--- src/rtl/serial_adder_pkg.sv ---
`default_nettype none
// ============================================================================
// Module      : serial_adder_pkg
// Description : Shared definitions for the sequential adder family: default
//               operand width, FSM state encodings and a counter-width helper.
// Revision    : 1.0 - initial release
// ============================================================================
package serial_adder_pkg;

    // Default operand width shared by the sequential adder blocks
    localparam int c_DEFAULT_WIDTH = 8;

    // FSM state encodings, fixed so that other blocks can decode them
    localparam logic [1:0] c_ST_IDLE = 2'd0;
    localparam logic [1:0] c_ST_RUN  = 2'd1;
    localparam logic [1:0] c_ST_DONE = 2'd2;

    typedef enum logic [1:0] {
        IDLE = c_ST_IDLE,
        RUN  = c_ST_RUN,
        DONE = c_ST_DONE
    } state_t;

    // Bit-counter width for a given operand width; never narrower than 1 bit
    function automatic int cnt_width(input int w);
        return (w <= 2) ? 1 : $clog2(w);
    endfunction

endpackage
`default_nettype wire

--- src/rtl/serial_adder_full_adder.sv ---
`default_nettype none
// ============================================================================
// Module      : full_adder
// Description : Single-bit full-adder cell (a + b + cin -> sum, cout).
// Revision    : 1.0 - initial release
// ============================================================================
module full_adder (
    input  logic a,
    input  logic b,
    input  logic cin,
    output logic sum,
    output logic cout
);

    assign sum  = a ^ b ^ cin;
    assign cout = (a & b) | (a & cin) | (b & cin);

endmodule
`default_nettype wire

--- src/rtl/serial_adder.sv ---
`default_nettype none
// ============================================================================
// Module      : serial_adder
// Description : Bit-serial adder. Computes A + B + cin one bit per clock,
//               LSB first, through a single full-adder cell. Result and
//               carry-out are registered when the last bit is produced and
//               held until the next result.
// Revision    : 1.0 - initial release
// ============================================================================
module serial_adder
    import serial_adder_pkg::*;
#(
    parameter int WIDTH = c_DEFAULT_WIDTH
) (
    input  logic             clk,
    input  logic             rst,
    input  logic             start,
    input  logic [WIDTH-1:0] a_in,
    input  logic [WIDTH-1:0] b_in,
    input  logic             cin,
    output logic             busy,
    output logic             done,
    output logic [WIDTH-1:0] sum_out,
    output logic             cout_out
);

    localparam int            CW         = cnt_width(WIDTH);
    localparam logic [CW-1:0] c_LAST_BIT = CW'(WIDTH - 1);

    state_t           r_state;
    logic [WIDTH-1:0] r_a;
    logic [WIDTH-1:0] r_b;
    // Holds the WIDTH-1 sum bits already produced; the final bit arrives
    // straight from the adder on the edge that enters DONE.
    logic [WIDTH-2:0] r_sum_sr;
    logic             r_carry;
    logic [CW-1:0]    r_cnt;
    logic             r_busy;
    logic             r_done;
    logic [WIDTH-1:0] r_sum_out;
    logic             r_cout_out;

    logic             w_sum_bit;
    logic             w_carry_bit;
    logic [WIDTH-1:0] w_sum_next;

    // The only arithmetic in the block: one bit per RUN cycle
    full_adder u_full_adder (
        .a    (r_a[0]),
        .b    (r_b[0]),
        .cin  (r_carry),
        .sum  (w_sum_bit),
        .cout (w_carry_bit)
    );

    // Sum register contents after shifting in the current adder output
    assign w_sum_next = {w_sum_bit, r_sum_sr};

    // FSM and datapath: operand capture, serial shift and result latch
    always_ff @(posedge clk or posedge rst) begin
        if (rst) begin
            r_state    <= IDLE;
            r_a        <= '0;
            r_b        <= '0;
            r_sum_sr   <= '0;
            r_carry    <= 1'b0;
            r_cnt      <= '0;
            r_busy     <= 1'b0;
            r_done     <= 1'b0;
            r_sum_out  <= '0;
            r_cout_out <= 1'b0;
        end else begin
            case (r_state)
                IDLE, DONE: begin
                    if (start) begin
                        r_state  <= RUN;
                        r_a      <= a_in;
                        r_b      <= b_in;
                        r_carry  <= cin;
                        r_sum_sr <= '0;
                        r_cnt    <= '0;
                        r_busy   <= 1'b1;
                        r_done   <= 1'b0;
                    end else begin
                        r_state <= IDLE;
                        r_busy  <= 1'b0;
                        r_done  <= 1'b0;
                    end
                end

                RUN: begin
                    // start is deliberately not looked at here
                    r_a      <= r_a >> 1;
                    r_b      <= r_b >> 1;
                    r_sum_sr <= w_sum_next[WIDTH-1:1];
                    r_carry  <= w_carry_bit;
                    if (r_cnt == c_LAST_BIT) begin
                        r_state    <= DONE;
                        r_busy     <= 1'b0;
                        r_done     <= 1'b1;
                        r_sum_out  <= w_sum_next;
                        r_cout_out <= w_carry_bit;
                    end else begin
                        r_cnt <= r_cnt + CW'(1);
                    end
                end

                default: begin
                    r_state <= IDLE;
                    r_busy  <= 1'b0;
                    r_done  <= 1'b0;
                end
            endcase
        end
    end

    assign busy     = r_busy;
    assign done     = r_done;
    assign sum_out  = r_sum_out;
    assign cout_out = r_cout_out;

endmodule
`default_nettype wire

--- config.mk ---
export PLATFORM = sky130hd
export DESIGN_NAME = serial_adder
export DESIGN_NICKNAME = d
export VERILOG_FILES = /design/src/rtl/serial_adder_pkg.sv /design/src/rtl/serial_adder_full_adder.sv /design/src/rtl/serial_adder.sv
export SDC_FILE = /design/constraint.sdc
export NUM_CORES = 1
export LEC_CHECK = 0
export CAP_MARGIN = 10
export CORE_MARGIN = 8
export CORE_UTILIZATION = 40
export CTS_CLUSTER_SIZE = 24
export DETAILED_ROUTE_END_ITERATION = 8
export DONT_BUFFER_PORTS = 1
export SLEW_MARGIN = 20
export SYNTH_ARGS = -nofsm -noshare
export SYNTH_HDL_FRONTEND = slang
export SYNTH_HIERARCHICAL = 1
export SYNTH_SLANG_ARGS = --single-unit
--- constraint.sdc ---
create_clock -name clk -period 2 [get_ports clk]
set_input_delay 0.6 -clock clk [delete_from_list [all_inputs] [get_ports clk]]
set_output_delay 0.6 -clock clk [all_outputs]
set_load 0.005 [all_outputs]
## Yosys cells after proc, flatten, opt, wreduce, memory -nomap -nowiden

Cells that the tools add are included.

| storage, ports and cells | value |
|---|---|
| register bits after elaboration | 40 |
| output and inout port bits | 11 |
| logic and storage cells | 49 |

| operators by class | value |
|---|---|
| add/sub/neg operators | 1 |
| eq/ne operators | 6 |
| multiplexer cells | 19 |
| bitwise logic cells | 7 |
| reduce and logical (&&, ||, !) cells | 6 |

Operators by type and width:

| operator | number |
|---|---|
| 8-bit one-hot mux with 2 select lines | 2 |
| 8-bit 2-to-1 mux | 2 |
| 7-bit one-hot mux with 2 select lines | 1 |
| 7-bit 2-to-1 mux | 1 |
| 1-bit 2-to-1 mux | 6 |
| 3-bit 2-to-1 mux | 2 |
| 2-bit inequality test (second input constant) | 3 |
| 3-bit one-hot mux with 2 select lines | 1 |
| 1-bit one-hot mux with 2 select lines | 2 |
| 2-bit one-hot mux with 2 select lines | 1 |
| 2-bit AND reduction | 2 |
| 3-bit by 1-bit adder with 3-bit output (second input constant) | 1 |
| 1-bit bitwise AND | 3 |
| 3-bit == test (second input constant) | 1 |
| 3-bit AND reduction | 1 |
| 2-bit by 1-bit == test with 1-bit output (second input constant) | 1 |
| 2-bit == test (second input constant) | 1 |
| 2-bit logical NOT | 1 |
| 2-bit 2-to-1 mux | 1 |
| 1-bit OR | 2 |
| 2-bit nonzero test | 1 |
| 2-bit OR reduction | 1 |
| 1-bit bitwise XOR | 2 |

## Depth between registers and ports, before layout

Gate-level depths: netlist (run 1).

| logic depth | value |
|---|---|
| depth in word-level cells | 4 |
| depth in mapped cells | 6 |
| mapped depth without buffers | 5 |

## By module

The synthesis (run 1) kept the hierarchy.

By module, submodules not included:

| module | instances | cells an instance | area an instance (sq um) | sequential area each (sq um) |
|---|---|---|---|---|
| serial_adder | 1 | 145 | 1736.7 | 975.9 |
| full_adder | 1 | 1 | 20.0 | 0.0 |

## Worst setup path before layout (run 1)

No wires, ideal clock.

| path | value |
|---|---|
| path type | register to register |
| start | register r_cnt[0] |
| end | register r_cnt[0] |
| library setup time | 124 ps |
| arrival | 1309 ps |
| slack | 566 ps |
| stages on the path, launching flop included | 6 |
| path buffers | 0 |
| clock period less this slack | 1434 ps |
| cells stage by stage | dfrtp_1 ha_1 ha_1 or2_1 a21oi_1 a21oi_1 |

| between the ends | value |
|---|---|
| cells in the longest elaborated chain, start to end | 3 |

Ends and longest elaborated chain:

| element | line | text |
|---|---|---|
| from (decl) | serial_adder.sv:37 | `logic [CW-1:0] r_cnt;` |
| from (signal assigned) | serial_adder.sv:104 | `r_cnt <= r_cnt + CW'(1);` |
| 3-bit by 1-bit adder with 3-bit output or 3-bit == test (tied branches) | serial_adder.sv:104, serial_adder.sv:97 |  |
| 3-bit 2-to-1 mux or 2-bit inequality test (tied branches) | - |  |
| 3-bit one-hot mux with 2 select lines or 3-bit AND reduction (tied branches) | - |  |

Parallel ways exist; a longest one is shown, timed or not. The select of a mux whose other input is x is not followed.
A chain may end at the register's enable or synchronous reset.

## Final worst setup path (run 1)

Same ends and word-level chain as after synthesis.

==> impl_metrics.ini, run 1 <==
[outcome]
outcome = finished, final reports clean

[synth]
syn-cell-area_mm2 = 0.001757
yosys_warnings = 6
netlist_instances = 146
syn_avg_cell_area_um2 = 12.03
yosys.area.top_type = dfrtp_1
synth_area_leaders = dfrtp_1, mux2_4, a21oi_1
synth_top_area_share_pct = 55.56
synth.distinct_cells = 28
synth_fp_nets = 169
yosys_register_bits = 39
yosysSeqAreaShare_pct = 55.56

[clocking]
cts_buffers = 5
clk_pin_slew_ns = 0.07
clock_latency_ns = 0.29
postCtsHoldBufs = 0
h-tree-depth = 2
cts_resized = 0
cts_max_path_buffers = 2
post_cts_buffers = 0
clkSinkCount = 39
cts_tree = yes
clockRootBuffer = clkbuf_8

[route]
route.met2.wl_mm = 1.511
routed_wl_mm = 3.275
drt-initial-drc-count = 68
drc = 0
post_drt_wl_per_cell_um = 16.29
viasPerCell = 5.313
wl_met1_mm = 1.401
first_pass_iters = 4
wl_met3_um = 294
routed.top_layer = met4
vias = 1068
ant_nets = 0

[sta]
slew_violations = 0
grt_setup_unrepaired = no
skew_ns = 0.004281
period_needed_ns = 1.602
tightest_slew_ns = 0.5176
hold_viol_final = 0
max_freq_mhz = 624.3
final.setup.tns_ns = 0
relSlewSlack_pct = 65.49
holdWs_ns = 0.3160
fin_ws_ns = 0.3983
finalSetupViolations = 0
finalCritPeriodShare_pct = 80.09

[power_and_ir_drop]
seqPwrFrac_pct = 44.8
leakagePower_uw = 0.0009100
swShare_pct = 31.62
power_frac_clock_pct = 23.8
pwr-share-comb_pct = 31.4
total_power_uw = 3189
power_density_mw_per_mm2 = 1661
peakVddDrop_mv = 0.8605
switching_power_uw = 1009
p_int_uw = 2181

[global_routing]
grtUsageTotal_pct = 10.54
grt_remaining_overflow = 0
antenna_found_initial = 1
grt_max_degree = 40
grt_first_pass_wirelength_mm = 5.430
grt_pass1_vias = 1136

[die]
core_mm2 = 0.004294
rows = 24
dieArea_mm2 = 0.006768
initial_core_util_pct = 40.91
dieWidth_um = 82.27
die_h_um = 82.27
io_pins = 31

[setup_path]
start_kind = flip-flop
crit_path_top_delay_cell = dfrtp_1
end_kind = flip-flop
crit_buf_inv = 0
arrival_ns = 1.77
crit_fanout = 3
slowest_delay_ns = 0.41
critPathRequiredTime_ns = 2.17
path_cells = ha_1 -> ha_1 -> or2_1 -> a21oi_1 -> a21oi_1
cp_top_family = adder cells
worstSetupPathType = reg -> reg

[final_layout]
drive_gt1_share_pct = 14.86
final_nets = 170
area_growth_pct = 9.330
utilization_pct = 44.73

[placed_design]
place_ws_ns = 0.4047
routabilityCongestion = 0.6999
port-buffer-count = 0
dp_hpwl_mm = 2.399

[run]
drv_cap = 0

[min_path]
hold_class = in -> async
metal layers:
metal	vias to the layer above	global-route usage, %
met4	0	4.561
li1	517	-
met2	30	15.82
met3	10	4.762
met5	-	0
met1	511	12.79
power groups by stage:
stage	Combinational (uW)	Clock, uW	Sequential (uW)
after floorplan	927	0	1330
after global placement	968	0	1430
after detailed placement	1020	0	1440
after CTS	1020	782	1430
after global routing	1130	810	1480
final	1000	760	1430
placed cells by master, fill, tap and decap left out, types with 2 or more instances in the layout:
cell type	synthesis	layout
bufinv_16	0	2
buf_4	3	4
ha_1	2	2
nand3_1	9	9
nor2_1	2	2
nand2b_1	2	2
mux2i_1	7	7
clkbuf_8	0	5
inv_1	11	11
a211oi_1	5	5
a21oi_1	16	16
mux2_4	9	9
dfrtp_1	39	39
a22o_1	7	7
nor2b_1	5	5
o21ai_0	2	2
o22ai_1	8	8
nand2_1	3	3
a221o_1	2	2
kinds of logic after synthesis:
logic type,after synthesis,share of synthesized area (%)
AOI/OAI and AO/OA,41,15.17
adders and majority gates,3,2.564
DFF,39,55.56
buffers and inverters,21,6.125
muxes,16,11.68
and+or+nand+nor,26,8.904
cell usage after synthesis (all sizes together):
cell and n:
dfrtp 39, a21oi 16, inv 11, mux2 9
nand3 9, buf 8, o22ai 8, a22o 7
mux2i 7, a211oi 5, nor2b 5, nand2 4
nor2 3, a221o 2, clkbuf 2, ha 2
nand2b 2, o21ai 2, a21o 1, and2b 1
and3b 1, fa 1, or2 1
area by class of cell:
| cell class | count | area (um^2) |
|---|---|---|
| repair buffers | 4 | 30.03 |
| fillers | 404 | 2374 |
| clock buffers | 6 | 72.57 |
| diodes | 1 | 2.502 |
| clock inverters | 2 | 60.06 |
| multi-input cells | 86 | 673.1 |
| well taps | 52 | 65.06 |
| inverters | 11 | 41.29 |
| flip-flops and latches | 39 | 975.9 |
per-stage QoR:
step / area [um^2] / std cells
global placement: 1785 / 192
floorplan: 1757 / 146
finish: 1921 / 201
global route: 1921 / 201
detailed placement: 1785 / 192
CTS: 1918 / 200
worst register-to-register path: cells and delay by family, from the launching register on:
kind / cells / cell delay, ns
compound gates: 2 / 0.32
flops: 1 / 0.41
simple gates: 1 / 0.28
fa+ha+maj: 2 / 0.49
worst paths after layout:
kind,startpoint,cells past startpoint,end,slack [ns]
setup / recovery,r_cnt[0]$_DFFE_PP0P_,5,r_cnt[0]$_DFFE_PP0P_,0.40
min in group clk,a_in[0],2,r_a[0]$_DFFE_PP0P_,0.49
setup reg to reg,r_cnt[0]$_DFFE_PP0P_,5,r_cnt[0]$_DFFE_PP0P_,0.40
hold / removal,rst,2,sum_out[5]$_DFFE_PP0P_,0.32
max in group asynchronous,rst,2,r_b[6]$_DFFE_PP0P_,1.35
hold reg to reg,r_cnt[0]$_DFFE_PP0P_,1,r_cnt[0]$_DFFE_PP0P_,0.50
flip-flops by register name, indices dropped and copies added, names as in the netlist:
signal,cells
r_cnt,3
r_carry,1
cout_out,1
r_a,8
busy,1
sum_out,8
r_b,8
r_sum_sr,7
r_state,2
No activity file was read; power rests on OpenSTA's default activity.
==> run 2: changes to the inputs <==
==> constraint.sdc (replaced) <==
create_clock -name clk -period 1.4 [get_ports clk]
set_input_delay 0.42 -clock clk [delete_from_list [all_inputs] [get_ports clk]]
set_output_delay 0.42 -clock clk [all_outputs]
set_load 0.005 [all_outputs]
==> run 2 against run 1 <==
- global-route usage increased by 0.56 points
- register-to-register slack got worse by 0.35 ns
- worst setup slack got worse by 0.35 ns
- core utilization increased by 1.7 points
- flip-flop and latch count unchanged
- critical path depth unchanged
- sequential share of layout area decreased by 1.9 points
- final cell count increased by 2.5%
- sequential power increased by 41%
- via count increased by 4.1%
- final area increased by 3.8%
- critical endpoint unchanged
- highest routed layer unchanged
==> impl_metrics.ini, run 2 (synthesis results as in run 1) <==
[sta]
tightest_slew_ns = 0.4784
period_needed_ns = 1.355
max_freq_mhz = 737.8
finalSetupViolations = 0
grt_setup_unrepaired = no
finalCritPeriodShare_pct = 96.81
slew_violations = 0
hold_viol_final = 0
skew_ns = 0.002613
holdWs_ns = 0.1272
relSlewSlack_pct = 68.11
fin_ws_ns = 0.04469

[die]
die_h_um = 82.27
dieArea_mm2 = 0.006768
core_mm2 = 0.004294
rows = 24
initial_core_util_pct = 40.91
dieWidth_um = 82.27
io_pins = 31

[power_and_ir_drop]
total_power_uw = 4628
power_density_mw_per_mm2 = 2320
peakVddDrop_mv = 0.7373
leakagePower_uw = 0.0009418

[clocking]
postCtsHoldBufs = 0
cts_tree = yes
clkSinkCount = 39
cts_max_path_buffers = 2
clk_pin_slew_ns = 0.07
h-tree-depth = 2
cts_buffers = 5
clock_latency_ns = 0.29
clockRootBuffer = clkbuf_8

[global_routing]
grt_first_pass_wirelength_mm = 5.727
antenna_found_initial = 0
grt_max_degree = 40
grtUsageTotal_pct = 11.11
grt_pass1_vias = 1164
grt_remaining_overflow = 0

[route]
drc = 0
post_drt_wl_per_cell_um = 16.43
first_pass_iters = 4
viasPerCell = 5.398
ant_nets = 0
routed_wl_mm = 3.384
drt-initial-drc-count = 24
vias = 1112

[placed_design]
dp_cells = 197
routabilityCongestion = 0.7359
port-buffer-count = 0
dp_hpwl_mm = 2.457
place_ws_ns = -0.07540

[setup_path]
reg2regPathDepth = 5
crit_path_top_delay_cell = dfrtp_1
rr_startpoint = r_cnt[1]$_DFFE_PP0P_
end_kind = flip-flop
r2r-end = r_cnt[0]$_DFFE_PP0P_
crit_fanout = 3
critPathRequiredTime_ns = 1.58
start_kind = flip-flop
arrival_ns = 1.53
path_cells = ha_2 -> ha_4 -> or2_4 -> a21oi_4 -> a21oi_1
worstSetupPathType = reg -> reg
slowest_delay_ns = 0.40
r2r_setup_slack_ns = 0.04

[final_layout]
final_cells = 206
area_growth_pct = 13.53
final_common_cell = dfrtp_1
drive_gt1_share_pct = 21.43
final_nets = 176
layout_common_cells = dfrtp_1, a21oi_1, inv_1
n_antenna_cell = 0

[outcome]
outcome = finished, final reports clean

[run]
drv_cap = 0

[min_path]
hold_class = in -> async
[run 2: cell types whose count changed in the layout (fill, tap and decap cells not counted), sizes merged]
cell,delta
buf,+6
bufinv,-1
clkinv,+1
diode,-1
[run 2: metrics by stage]
stage                     utilization, %  setup TNS [ns]  cell area [um^2]
after floorplan                        -               0              1759
after global placement             42.80               0              1838
after detailed placement           42.80        -0.07540              1838
after CTS                          45.98               0              1974
after global routing               46.45               0              1994
final                              46.45               0              1994
[run 2: how the worst max path moves through the flow]
stage,from,to,slack [ns],cells after the start
global placement,r_cnt[0]$_DFFE_PP0P_,r_cnt[0]$_DFFE_PP0P_,0.01,5
global route,r_cnt[1]$_DFFE_PP0P_,r_cnt[0]$_DFFE_PP0P_,0.01,5
CTS,r_cnt[1]$_DFFE_PP0P_,r_cnt[0]$_DFFE_PP0P_,0.03,5
floorplan,r_cnt[0]$_DFFE_PP0P_,r_cnt[0]$_DFFE_PP0P_,0.02,5
detailed placement,r_cnt[0]$_DFFE_PP0P_,r_cnt[0]$_DFFE_PP0P_,-0.08,5
finish,r_cnt[1]$_DFFE_PP0P_,r_cnt[0]$_DFFE_PP0P_,0.04,5
[run 2: timing repair]
action,in CTS,in global routing
pin swaps,0,1
resized for setup,4,2
endpoints found under the setup margin,1,13
buffers inserted,0,1
[run 2: report_power, final]
| part | internal, uW | leakage [uW] | switching (uW) | total (uW) |
|---|---|---|---|---|
| Clock | 576 | 0.0000612 | 383 | 959 |
| Combinational | 919 | 0.000397 | 742 | 1660 |
| Sequential | 1630 | 0.000484 | 378 | 2010 |
[run 2: worst max-delay path, delay by kind of cell, from the launching register on]
kind            cells  cell delay [ns]
simple gates        1             0.25
flops               1             0.40
compound gates      2             0.21
fa+ha+maj           2             0.37
[run 2: layout make-up]
| cell class | count | area (um^2) |
|---|---|---|
| Clock inverter | 2 | 35.03 |
| Timing Repair Buffer | 10 | 87.58 |
| Tap cell | 52 | 65.06 |
| Clock buffer | 6 | 82.58 |
| Fill cell | 387 | 2300 |
| Sequential cell | 39 | 975.9 |
| Multi-Input combinational cell | 86 | 706.9 |
| Inverter | 11 | 41.29 |
[run 2: layer usage]
metal  track usage [%]  up-vias  wire (um)  part of all wire [%]
li1                  -      533          -                     -
met1             12.72      542       1418                    42
met2             16.99       33       1637                    48
met3             6.602        4        305                   9.0
met4             3.509        0         24                  0.71
met5                 0        -          0                     0
==> run 3: changes to the inputs <==
--- a/config.mk
+++ b/config.mk
@@ -11,6 +11,7 @@
 export CTS_CLUSTER_SIZE = 24
 export DETAILED_ROUTE_END_ITERATION = 8
 export DONT_BUFFER_PORTS = 1
+export HOLD_SLACK_MARGIN = 0.15
 export SLEW_MARGIN = 20
 export SYNTH_ARGS = -nofsm -noshare
 export SYNTH_HDL_FRONTEND = slang
==> run 3 against run 2 <==
- via count rose by 0.36%
- sequential power about the same
- register-to-register slack hardly changed
- final cell count rose by 0.49%
- hold slack better by 0.18 ns
- sequential share of layout area shrank 0.24 points
- combinational power barely moved
- non-clock buffer count rose by 1
- global-route usage unchanged
- clock skew hardly changed
- critical endpoint unchanged
- fmax about the same
- critical path type unchanged
==> impl_metrics.ini, run 3 (synthesis results as in run 1) <==
[placed_design]
dp_cells = 197
routabilityCongestion = 0.7359
place_ws_ns = -0.07540
postPlaceCellArea_mm2 = 0.001838
dp_hpwl_mm = 2.457
port-buffer-count = 0

[clocking]
clock_latency_ns = 0.29
clockRootBuffer = clkbuf_8
clk_pin_slew_ns = 0.07
cts_tree = yes
clkSinkCount = 39
cts_max_path_buffers = 2
h-tree-depth = 2
cts_buffers = 5

[setup_path]
critPathRequiredTime_ns = 1.58
end_kind = flip-flop
slowest_delay_ns = 0.40
crit_path_top_delay_cell = dfrtp_1
crit_fanout = 3
reg2regPathDepth = 5
arrival_ns = 1.53
start_kind = flip-flop
worstSetupPathType = reg -> reg
path_cells = ha_2 -> ha_4 -> or2_4 -> a21oi_4 -> a21oi_1

[route]
first_pass_iters = 4
routed_wl_mm = 3.391
viasPerCell = 5.391
drc = 0
ant_nets = 0
vias = 1116
post_drt_wl_per_cell_um = 16.38
drt-initial-drc-count = 23

[die]
dieArea_mm2 = 0.006768
initial_core_util_pct = 40.91
rows = 24
io_pins = 31
dieWidth_um = 82.27
die_h_um = 82.27
core_mm2 = 0.004294

[run]
drv_cap = 0

[final_layout]
multi_input_area_um2 = 706.9
final_nets = 177
drive_gt1_share_pct = 21.29
fill_cells = 386
seqCellArea_um2 = 975.9
area_growth_pct = 14.10
final_common_cell = dfrtp_1
final_cells = 207
layout_common_cells = dfrtp_1, a21oi_1, inv_1
n_antenna_cell = 0
final_cell_area_mm2 = 0.002004

[global_routing]
grtUsageTotal_pct = 11.11
grt_first_pass_wirelength_mm = 5.727
grt_remaining_overflow = 0
antenna_found_initial = 0
grt_max_degree = 40
grt_pass1_vias = 1164

[power_and_ir_drop]
peakVddDrop_mv = 0.7372
total_power_uw = 4628
leakagePower_uw = 0.0009459
power_density_mw_per_mm2 = 2309

[sta]
skew_ns = 0.002670
finalSetupViolations = 0
period_needed_ns = 1.354
grt_setup_unrepaired = no
final.setup.tns_ns = 0
finalCritPeriodShare_pct = 96.72
max_freq_mhz = 738.5
hold_viol_final = 0
fin_ws_ns = 0.04591
tightest_slew_ns = 0.4799
slew_violations = 0
relSlewSlack_pct = 68.01

[outcome]
outcome = finished, final reports clean

[min_path]
hold_class = in -> reg
whs_path_depth = 2
-- run 3: cell types whose count changed in the layout (fill, tap and decap cells not counted), sizes merged --
cell | previous run | this run
dlygate4sd3 | 0 | 1
-- run 3: worst max-delay path: cells and delay by family (launching register included) --
| kind | cells | cell delay (ns) |
|---|---|---|
| flops | 1 | 0.40 |
| simple gates | 1 | 0.26 |
| compound gates | 2 | 0.22 |
| fa+ha+maj | 2 | 0.37 |
-- run 3: worst paths after layout --
| path | from | to | slack [ns] |
|---|---|---|---|
| max | r_cnt[1]$_DFFE_PP0P_ | r_cnt[0]$_DFFE_PP0P_ | 0.05 |
| min | a_in[1] | r_a[1]$_DFFE_PP0P_ | 0.31 |
| max reg2reg | r_cnt[1]$_DFFE_PP0P_ | r_cnt[0]$_DFFE_PP0P_ | 0.05 |
| min reg2reg | r_sum_sr[0]$_DFFE_PP0P_ | r_sum_sr[0]$_DFFE_PP0P_ | 0.50 |
| max in group asynchronous | rst | r_a[5]$_DFFE_PP0P_ | 0.38 |
| min in group asynchronous | rst | sum_out[5]$_DFFE_PP0P_ | 0.68 |
-- run 3: routing by layer --
metal / GRT usage [%] / wire length (um) / vias to the layer above
met1: 12.72 / 1416 / 541
met3: 6.602 / 321 / 4
met5: 0 / 0 / -
met4: 3.509 / 24 / 0
li1: - / - / 536
met2: 16.99 / 1627 / 35
-- run 3: report_power, final --
group | total (uW) | internal [uW] | switching, uW
Sequential | 2010 | 1630 | 377
Combinational | 1660 | 920 | 743
Clock | 959 | 576 | 383
-- run 3: cell type report --
cell class                 instances  share of cell area (%)
clock inverter                     2                   1.748
timing repair buffer              11                   4.869
sequential                        39                   48.69
clock buffer                       6                   4.120
inverter                          11                   2.060
tap                               52                   3.246
multi-input combinational         86                   35.27
-- run 3: per-stage QoR --
stage	utilization [%]	hold WS [ns]
CTS	46.21	0.3039
floorplan	-	0.4472
global placement	42.80	0.4543
finish	46.68	0.3086
global route	46.68	0.2993
detailed placement	42.80	0.4561
-- run 3: repair_timing --
item	in CTS	in global routing
endpoints found under the hold margin	39	0
resized for setup	4	2
pin swaps	0	1
setup endpoints to repair	1	13
hold buffers	1	0
buffers inserted	0	1
